<file path="config.mk">
export PLATFORM = sky130hd
export DESIGN_NAME = rr_bus_arbiter
export DESIGN_NICKNAME = d
export VERILOG_FILES = /design/src/rtl/arb_pkg.sv /design/src/rtl/arb_rr_pick.sv /design/src/rtl/rr_bus_arbiter.sv
export SDC_FILE = /design/constraint.sdc
export NUM_CORES = 1
export LEC_CHECK = 0
export CAP_MARGIN = 20
export CORE_MARGIN = 2
export CORE_UTILIZATION = 47
export CTS_BUF_LIST = sky130_fd_sc_hd__clkbuf_2
export CTS_CLUSTER_DIAMETER = 50
export DETAILED_ROUTE_END_ITERATION = 8
export GPL_ROUTABILITY_DRIVEN = 0
export PLACE_DENSITY = 0.68
export SYNTH_ARGS = -nofsm -noshare
export SYNTH_HDL_FRONTEND = slang
export SYNTH_SLANG_ARGS = --single-unit
</file>
<file path="constraint.sdc">
create_clock -name clk -period 6 [get_ports clk]
set_input_delay 1.2 -clock clk [delete_from_list [all_inputs] [get_ports clk]]
set_output_delay 1.2 -clock clk [all_outputs]
set_load 0.02 [all_outputs]
</file>
<file path="src/rtl/arb_pkg.sv">
// Shared arbiter definitions: mode codes, FSM state encoding and
// a one-hot to binary helper reused by the arbiter family.
package arb_pkg;

    localparam int MODE_FIXED = 0;
    localparam int MODE_RR    = 1;

    typedef enum logic {
        ST_IDLE  = 1'b0,
        ST_OWNED = 1'b1
    } arb_state_t;

    // Supports up to 32 requesters; returns 0 for an all-zero vector.
    function automatic int onehot2bin(input logic [31:0] oh);
        int idx;
        idx = 0;
        for (int i = 0; i < 32; i++) begin
            if (oh[i]) idx = i;
        end
        return idx;
    endfunction

endpackage

</file>
<file path="src/rtl/arb_rr_pick.sv">
// Combinational winner select: first set request scanning circularly
// from ptr (round robin) or from index 0 (fixed priority).
module arb_rr_pick
    import arb_pkg::*;
#(
    parameter int N    = 3,
    parameter int ID_W = 2
) (
    input  logic [N-1:0]    req,
    input  logic [ID_W-1:0] ptr,
    input  logic            mode,
    output logic [N-1:0]    win,
    output logic [ID_W-1:0] win_id,
    output logic            any
);

    int start;
    int idx;

    always_comb begin
        win   = '0;
        idx   = 0;
        start = mode ? int'(ptr) : 0;
        for (int i = 0; i < N; i++) begin
            idx = (start + i) % N;
            if (req[idx] && (win == '0)) win[idx] = 1'b1;
        end
    end

    assign any    = |req;
    assign win_id = ID_W'(onehot2bin(32'(win)));

endmodule

</file>
<file path="src/rtl/rr_bus_arbiter.sv">
// N-master bus arbiter: fixed-priority or round-robin selection with
// an optional burst limit that preempts a long-running owner.
module rr_bus_arbiter
    import arb_pkg::*;
#(
    parameter int N_MASTERS = 3,
    parameter int MODE      = 1,
    parameter int MAX_BURST = 4,
    parameter int ID_W      = (N_MASTERS > 1) ? $clog2(N_MASTERS) : 1
) (
    input  logic                 clk,
    input  logic                 reset,
    input  logic [N_MASTERS-1:0] req,
    output logic [N_MASTERS-1:0] grant,
    output logic                 grant_valid,
    output logic [ID_W-1:0]      grant_id
);

    localparam int CNT_W =
        (MAX_BURST > 0) ? $clog2(MAX_BURST + 1) : 1;
    localparam logic [CNT_W-1:0] CNT_MAX =
        (MAX_BURST > 0) ? CNT_W'(MAX_BURST - 1) : '0;
    localparam logic [ID_W-1:0] ID_LAST = ID_W'(N_MASTERS - 1);
    localparam bit RR = (MODE == MODE_RR);
    localparam bit CAN_PREEMPT = RR && (MAX_BURST != 0);

    arb_state_t           state;
    logic [ID_W-1:0]      ptr;
    logic [CNT_W-1:0]     burst_cnt;

    logic [N_MASTERS-1:0] masked_req;
    logic [N_MASTERS-1:0] all_win;
    logic [N_MASTERS-1:0] mask_win;
    logic [ID_W-1:0]      all_id;
    logic [ID_W-1:0]      mask_id;
    logic                 all_any;
    logic                 mask_any;
    logic                 own_req;
    logic                 preempt;

    logic                 take;
    logic [N_MASTERS-1:0] take_win;
    logic [ID_W-1:0]      take_id;

    assign masked_req = req & ~grant;
    assign own_req    = |(req & grant);
    assign preempt    = CAN_PREEMPT && (burst_cnt == CNT_MAX)
                        && mask_any;

    arb_rr_pick #(.N(N_MASTERS), .ID_W(ID_W)) u_pick_all (
        .req    (req),
        .ptr    (ptr),
        .mode   (RR),
        .win    (all_win),
        .win_id (all_id),
        .any    (all_any)
    );

    arb_rr_pick #(.N(N_MASTERS), .ID_W(ID_W)) u_pick_mask (
        .req    (masked_req),
        .ptr    (ptr),
        .mode   (RR),
        .win    (mask_win),
        .win_id (mask_id),
        .any    (mask_any)
    );

    function automatic logic [ID_W-1:0] ptr_after(
        input logic [ID_W-1:0] k
    );
        return (k == ID_LAST) ? '0 : k + 1'b1;
    endfunction

    // Owner change decision; a release with no requester yields an
    // all-zero take_win, which drops the FSM back to idle.
    always_comb begin
        take     = 1'b0;
        take_win = all_win;
        take_id  = all_id;
        if (state == ST_IDLE) begin
            take = all_any;
        end else if (!own_req) begin
            take = 1'b1;
        end else if (preempt) begin
            take     = 1'b1;
            take_win = mask_win;
            take_id  = mask_id;
        end
    end

    always_ff @(posedge clk or posedge reset) begin
        if (reset) begin
            state       <= ST_IDLE;
            ptr         <= '0;
            burst_cnt   <= '0;
            grant       <= '0;
            grant_valid <= 1'b0;
            grant_id    <= '0;
        end else if (take) begin
            grant       <= take_win;
            grant_valid <= |take_win;
            grant_id    <= take_id;
            burst_cnt   <= '0;
            state       <= (|take_win) ? ST_OWNED : ST_IDLE;
            if (RR && (|take_win)) ptr <= ptr_after(take_id);
        end else if (state == ST_OWNED && burst_cnt != CNT_MAX) begin
            burst_cnt <= burst_cnt + 1'b1;
        end
    end

endmodule
</file>
==> impl_metrics.toml <==
[clock_tree]
cts.clk_slew.worst_paths_ps = 90
cts_tree = "built"
clkLatencyLatePin_ps = 240
cts_resized = 0
root_buffer = "clkbuf_2"
cts_hold_buf = 0
ctsHtreeMaxLevel = 1
cts.path.max_buffers = 2
numCtsBuffers = 3
cts.sinks = 10
postCtsSetupBuffers = 0

[yosys]
synth-seq-cells = 10
synth_area_um2 = 1140
synth_nets = 137
ys_seq_area_share_pct = 22.0
synthFlopType = "dfrtp_1"
ys_warn_count = 0
synthesis.instances = 126
netlist-cell-type-count = 52
synth_enable_flop_cells = 0
async_flop_share_pct = 100
syn_area_per_cell_um2 = 9.02

[grt]
grt_usage_pct = 20.4
grt.overflow.total = 0
grt_max_degree = 14
gr-max-usage-layer = "met2"
grt_pass1_wl_um = 4230
antenna_found_initial = 0
use_met2_pct = 33.3
grt_pass1_vias = 939
met1_usage_pct = 28.0
gr-usage-met3_pct = 4.52

[setup_path]
crit_arrival_ps = 3600
ff2ff_path_depth = 8
end_kind = "register"
reg2reg_slack_ps = 3270
worst_path_largest_cell_delay_ps = 650
path_class = "in2reg"
reg2reg_from = "ptr[0]"
path_cells = "clkdlybuf4s50_1 > or3b_4 > a21oi_4 > mux2i_1 > nand2_1 > o211ai_1 > o311ai_2 > a21o_1"
cp_top_family = "compound AO/OA/AOI/OAI gates"
crit_path_top_delay_cell = "clkdlybuf4s50_1"
r2r_end = "ptr[0]"
cp.buffers_inverters = 1
cp_max_fo = 9
critPathRequiredTime_ps = 6140
start_kind = "input port"

[sta]
rsz0062_at_grt = "no"
tightest_slew_ps = 456
fin_worst_skew_ps = 1.85
max_slew_margin_pct = 69.6
finalSetupViolCount = 0
timing.fmax_ghz = 0.290
finalHoldViolations = 0
maxSlewViolCount = 0
post-route-period-util_pct = 57.6
period_needed_ps = 3450
fin_setup_tns_ps = 0

[floorplan]
core-area_um2 = 2250
start_util_pct = 50.4
fp.dieW_um = 53.2
die_h_um = 53.2
rows = 17
pin_count = 11
die-area_um2 = 2830

[worst_hold_path]
hold_path_end = "grant_id[0]"
worstHoldPathType = "reg2reg"
hold_start = "grant_id[0]"
worstHoldPathCells = 2

[place]
dpl_cell_area_um2 = 1230
dpl.hpwl_um = 1940
port_buffers = 10

[finish]
nets = 146
drive_gt1_share_pct = 14.9
syn_to_final_growth_pct = 10.1
n_antenna_cell = 0
design_area_um2 = 1250

[drt]
viasPerCell = 6.20
dr.first_iter.drc_count = 54
wire_per_inst_um = 15.6
first_pass_iters = 4
dr_total_vias = 1004
drc_errors = 0
totalWireLength_um = 2530
postRouteAntennaNets = 0

[pwr]
power_per_cell_area_nw_per_um2 = 547
p_leak_nw = 0.492
max-vdd-ir-drop_mv = 0.261

[run_status]
status = "completed"

[run]
drv_cap = 0
[cell type report]
type	count	area (um2)
Clock buffer	3	15.0
Sequential cell	10	250
Fill cell	220	1000
Inverter	6	22.5
Clock inverter	1	3.75
Multi-Input combinational cell	104	825
Tap cell	28	35.0
Timing Repair Buffer	10	100
[Yosys cell counts, types with 3 or more instances]
library cell / instances / share of area (%)
dfrtp_1: 10 / 22
nand2_1: 9 / 3.0
nor2b_1: 9 / 5.0
nor2_1: 8 / 2.6
ha_1: 6 / 6.6
inv_1: 6 / 2.0
o21ai_0: 6 / 2.6
a21o_1: 4 / 2.6
a21oi_1: 4 / 1.8
buf_2: 4 / 1.8
mux2i_1: 4 / 3.5
nand3b_1: 4 / 2.6
o211ai_1: 4 / 2.6
nand2b_1: 3 / 1.7
nor3_1: 3 / 1.3
[how the worst max path moves through the flow]
stage          startpoint          end  slack (ps)  cells after the start
2_1_floorplan      req[1]  grant_valid        3130                      8
3_3_place_gp       req[0]  grant_valid        2290                      8
3_5_place_dp       req[0]  grant_valid        2330                      8
4_1_cts            req[0]  grant_valid        2590                      8
5_1_grt            req[0]  grant_valid        2460                      8
6_report           req[0]  grant_valid        2550                      8
[routing by layer]
metal | vias to the layer above | share of wire, %
met3 | 2 | 5.5
li1 | 487 | -
met2 | 32 | 47
met4 | 0 | 0.20
met5 | - | 0
met1 | 483 | 47
[logic make-up (layout without fill, tap and decap cells)]
group | Yosys count | count (layout) | synth area share, %
flip-flops | 10 | 10 | 22.0
buffers and inverters | 12 | 20 | 5.40
adder cells (fa/ha/maj) | 6 | 6 | 6.61
multiplexers | 4 | 4 | 3.52
AO/OA/AOI/OAI | 36 | 36 | 27.0
XOR/XNOR | 1 | 1 | 0.771
AND/OR/NAND/NOR | 57 | 57 | 34.7
[flip-flops by register name, summed over array words and instances, names as in the netlist]
name / cells
grant_id: 1
grant: 3
burst_cnt: 3
grant_valid: 1
ptr: 2
[stage by stage]
step | worst slack, ps | util [%] | hold WS (ps) | instances | power (mW)
global route | 2460 | 55.5 | 532 | 162 | 0.744
global placement | 2290 | 54.7 | 484 | 158 | 0.649
CTS | 2590 | 55.5 | 513 | 162 | 0.687
floorplan | 3130 | - | 490 | 126 | 0.545
finish | 2550 | 55.5 | 512 | 162 | 0.684
detailed placement | 2330 | 54.7 | 486 | 158 | 0.648
[report_power, final]
group | total [mW] | internal [mW] | switching [mW]
registers | 0.131 | 0.0961 | 0.0345
clock network | 0.0362 | 0.0145 | 0.0217
logic | 0.518 | 0.235 | 0.283
total | 0.684 | 0.345 | 0.339
[tightest hold or removal path, stage by stage (launching register included)]
cell	delay [ps]
dfrtp_1	360
nand2_1	50
o21ai_0	70
[placed cells by master (no fill, tap or decap), types with 2 or more instances in the layout]
cell,synthesis,layout
ha_1,6,6
a21o_1,4,4
a21oi_1,4,4
o21ai_0,6,6
nor3_1,3,3
dfrtp_1,10,10
nor3b_2,2,2
nand2b_1,3,3
a211oi_1,2,2
inv_1,6,6
nor2b_1,9,9
clkbuf_2,0,3
and4bb_2,2,2
nand3b_1,4,4
clkdlybuf4s50_1,0,10
nor3b_1,2,2
o21a_1,2,2
nand2_1,9,9
nor2_1,8,8
o211ai_1,4,4
mux2i_1,4,4
No activity file was read; power rests on OpenSTA's default activity.
==> RTL edit: new RTL, same flow settings <==
`MAX_BURST`: 4 -> 16.
--- a/src/rtl/rr_bus_arbiter.sv
+++ b/src/rtl/rr_bus_arbiter.sv
@@ -5,7 +5,7 @@
 #(
     parameter int N_MASTERS = 3,
     parameter int MODE      = 1,
-    parameter int MAX_BURST = 4,
+    parameter int MAX_BURST = 16,
     parameter int ID_W      = (N_MASTERS > 1) ? $clog2(N_MASTERS) : 1
 ) (
     input  logic                 clk,
Behaviour: not the same (a bounded check fails within 10 cycles, from zero or initial values and one cycle with reset high).
==> RTL edit against the original RTL <==
First-iteration DRC count down 37%; final area rose by 12%; sequential cell count up 2; routed wire length up 16%; global-route usage shrank 0.78 points; worst setup slack worse by 41 ps; sequential power grew 14%; power increased by 28%; area after synthesis grew 14%; clock skew increased by 7.6 ps; critical endpoint is now ptr[1].
==> RTL edit: results (changes against the original RTL) <==
| Metric | Value |
|---|---|
| Status | finished, final reports clean (unchanged) |
| Initial antenna violation count | 0 (unchanged) |
| Clock slew seen by the registers of the worst setup and hold paths | 110 ps (was 90 ps) |
| Slew @ Worst Pin | 552 ps (was 456 ps) |
| Share of layout cells above drive strength 1 | 0.177 (was 0.149) |
| Synth cell types | 70 (was 52) |
| Asr flop ratio synth | 1.00 (unchanged) |
| IO buf count | 10 (unchanged) |
| First-pass GRT wire length | 5050 microns (was 4230 microns) |
| Grt total ovfl | 0 (unchanged) |
| Setup Skew | 9.41 ps (was 1.85 ps) |
| Top_reg_cell synth | dfrtp_1 (unchanged) |
| Routed WL | 2920 microns (was 2530 microns) |
| Largest registers | burst_cnt (5), grant (3), ptr (2) (was burst_cnt (3), grant (3), ptr (2)) |
| Drt first pass iters | 4 (unchanged) |
| Synth area leaders | dfrtp_1 (23%), ha_1 (5.8%), nor2_1 (3.8%) (was dfrtp_1 (22%), ha_1 (6.6%), nor2b_1 (5.0%)) |
| Clock Path Buffers | 2 (unchanged) |
| Pre-CTS setup slack | 2250 ps (was 2330 ps) |
| ANT cells | 0 (unchanged) |
| Post-cts gate resize count | 0 (unchanged) |
| H-tree levels | 1 (unchanged) |
| FF/Latch Area | 300 sq um (was 250 sq um) |
| Largest net degree at the start of global routing | 17 (was 14) |
| Layout Nets | 154 (was 146) |
| Worst reg-to-reg path cell count | 9 (was 8) |
| Leakage power | 0.594 nW (was 0.492 nW) |
| Initial drt markers | 34 (was 54) |
| TritonCTS Buffers | 3 (unchanged) |
| Worst-path maximum fanout | 10 (was 9) |
| Final Non-Filler Cells | 172 (was 162) |
| Clk Tree Root Cell | clkbuf_2 (unchanged) |
| Worst Hold Depth | 1 (was 2) |
| Total GRT Usage | 0.196 (was 0.204) |
| Sequential fraction of the synthesis area | 0.232 (was 0.220) |
| DP HPWL | 2250 microns (was 1940 microns) |
| Setup bufs post-CTS | 0 (unchanged) |
| # fillers | 260 (was 220) |
| Clk Latency, worst-skew pair | 260 ps (was 240 ps) |
| Synth cell count leaders | nor2_1 (13), dfrtp_1 (12), nand2_1 (7) (was dfrtp_1 (10), nand2_1 (9), nor2b_1 (9)) |
| Synth Warn # | 0 (unchanged) |
| Max VDD drop | 0.368 mV (was 0.261 mV) |
| Min-Delay Path Class | reg2reg (unchanged) |
| Vias | 1109 (was 1004) |
| Worst EP arrival | 3630 ps (was 3600 ps) |
| Cell count after synthesis | 135 (was 126) |
RTL edit: cell count changes in the layout (fill, tap and decap cells not counted), sizes merged, moves of 4 or more:
cell	delta
a21oi	-4
and2	+4
nor2	+6
nor2b	-5
RTL edit: kinds of logic after synthesis:
family | count (synthesis) | share of synthesized area
xor gates and xnor gates | 3 | 0.0203
and+or+nand+nor | 59 | 0.307
muxes | 4 | 0.0309
DFF | 12 | 0.232
adders and majority gates | 6 | 0.0580
buffers and inverters | 13 | 0.0561
AOI/OAI and AO/OA | 38 | 0.296
RTL edit: power by group:
group	switching [mW]	internal, mW
registers	0.0365	0.113
clock network	0.0242	0.0136
logic	0.370	0.323
total	0.430	0.449
RTL edit: worst paths after layout:
kind                                endpoint  slack (ps)         from
worst max-delay path                  ptr[1]        2500       req[2]
worst min-delay path             grant_id[0]         510  grant_id[0]
worst max register to register        ptr[1]        3050       ptr[0]
worst min register to register   grant_id[0]         510  grant_id[0]
max in group asynchronous           grant[0]        4460        reset
min in group asynchronous       burst_cnt[0]        1220        reset
RTL edit: final cells by class:
class,instances,share of cell area
timing repair buffer,10,0.0716
sequential,12,0.215
clock buffer,3,0.0107
inverter,6,0.0161
tap,31,0.0278
multi-input combinational,110,0.659
RTL edit: worst max-delay path, stage by stage:
cell	delay, ps
clkdlybuf4s50_1	690
mux2i_1	150
o21a_4	240
nor4b_4	360
o32ai_1	210
a2111oi_4	500
and3_1	240
a211oi_2	40
RTL edit: layer usage:
metal / global-route usage / vias up / part of all wire
met5: 0 / - / 0
met4: 0.0782 / 0 / 0.013
met3: 0.0115 / 5 / 0.032
met2: 0.341 / 30 / 0.51
met1: 0.253 / 540 / 0.44
li1: - / 534 / -
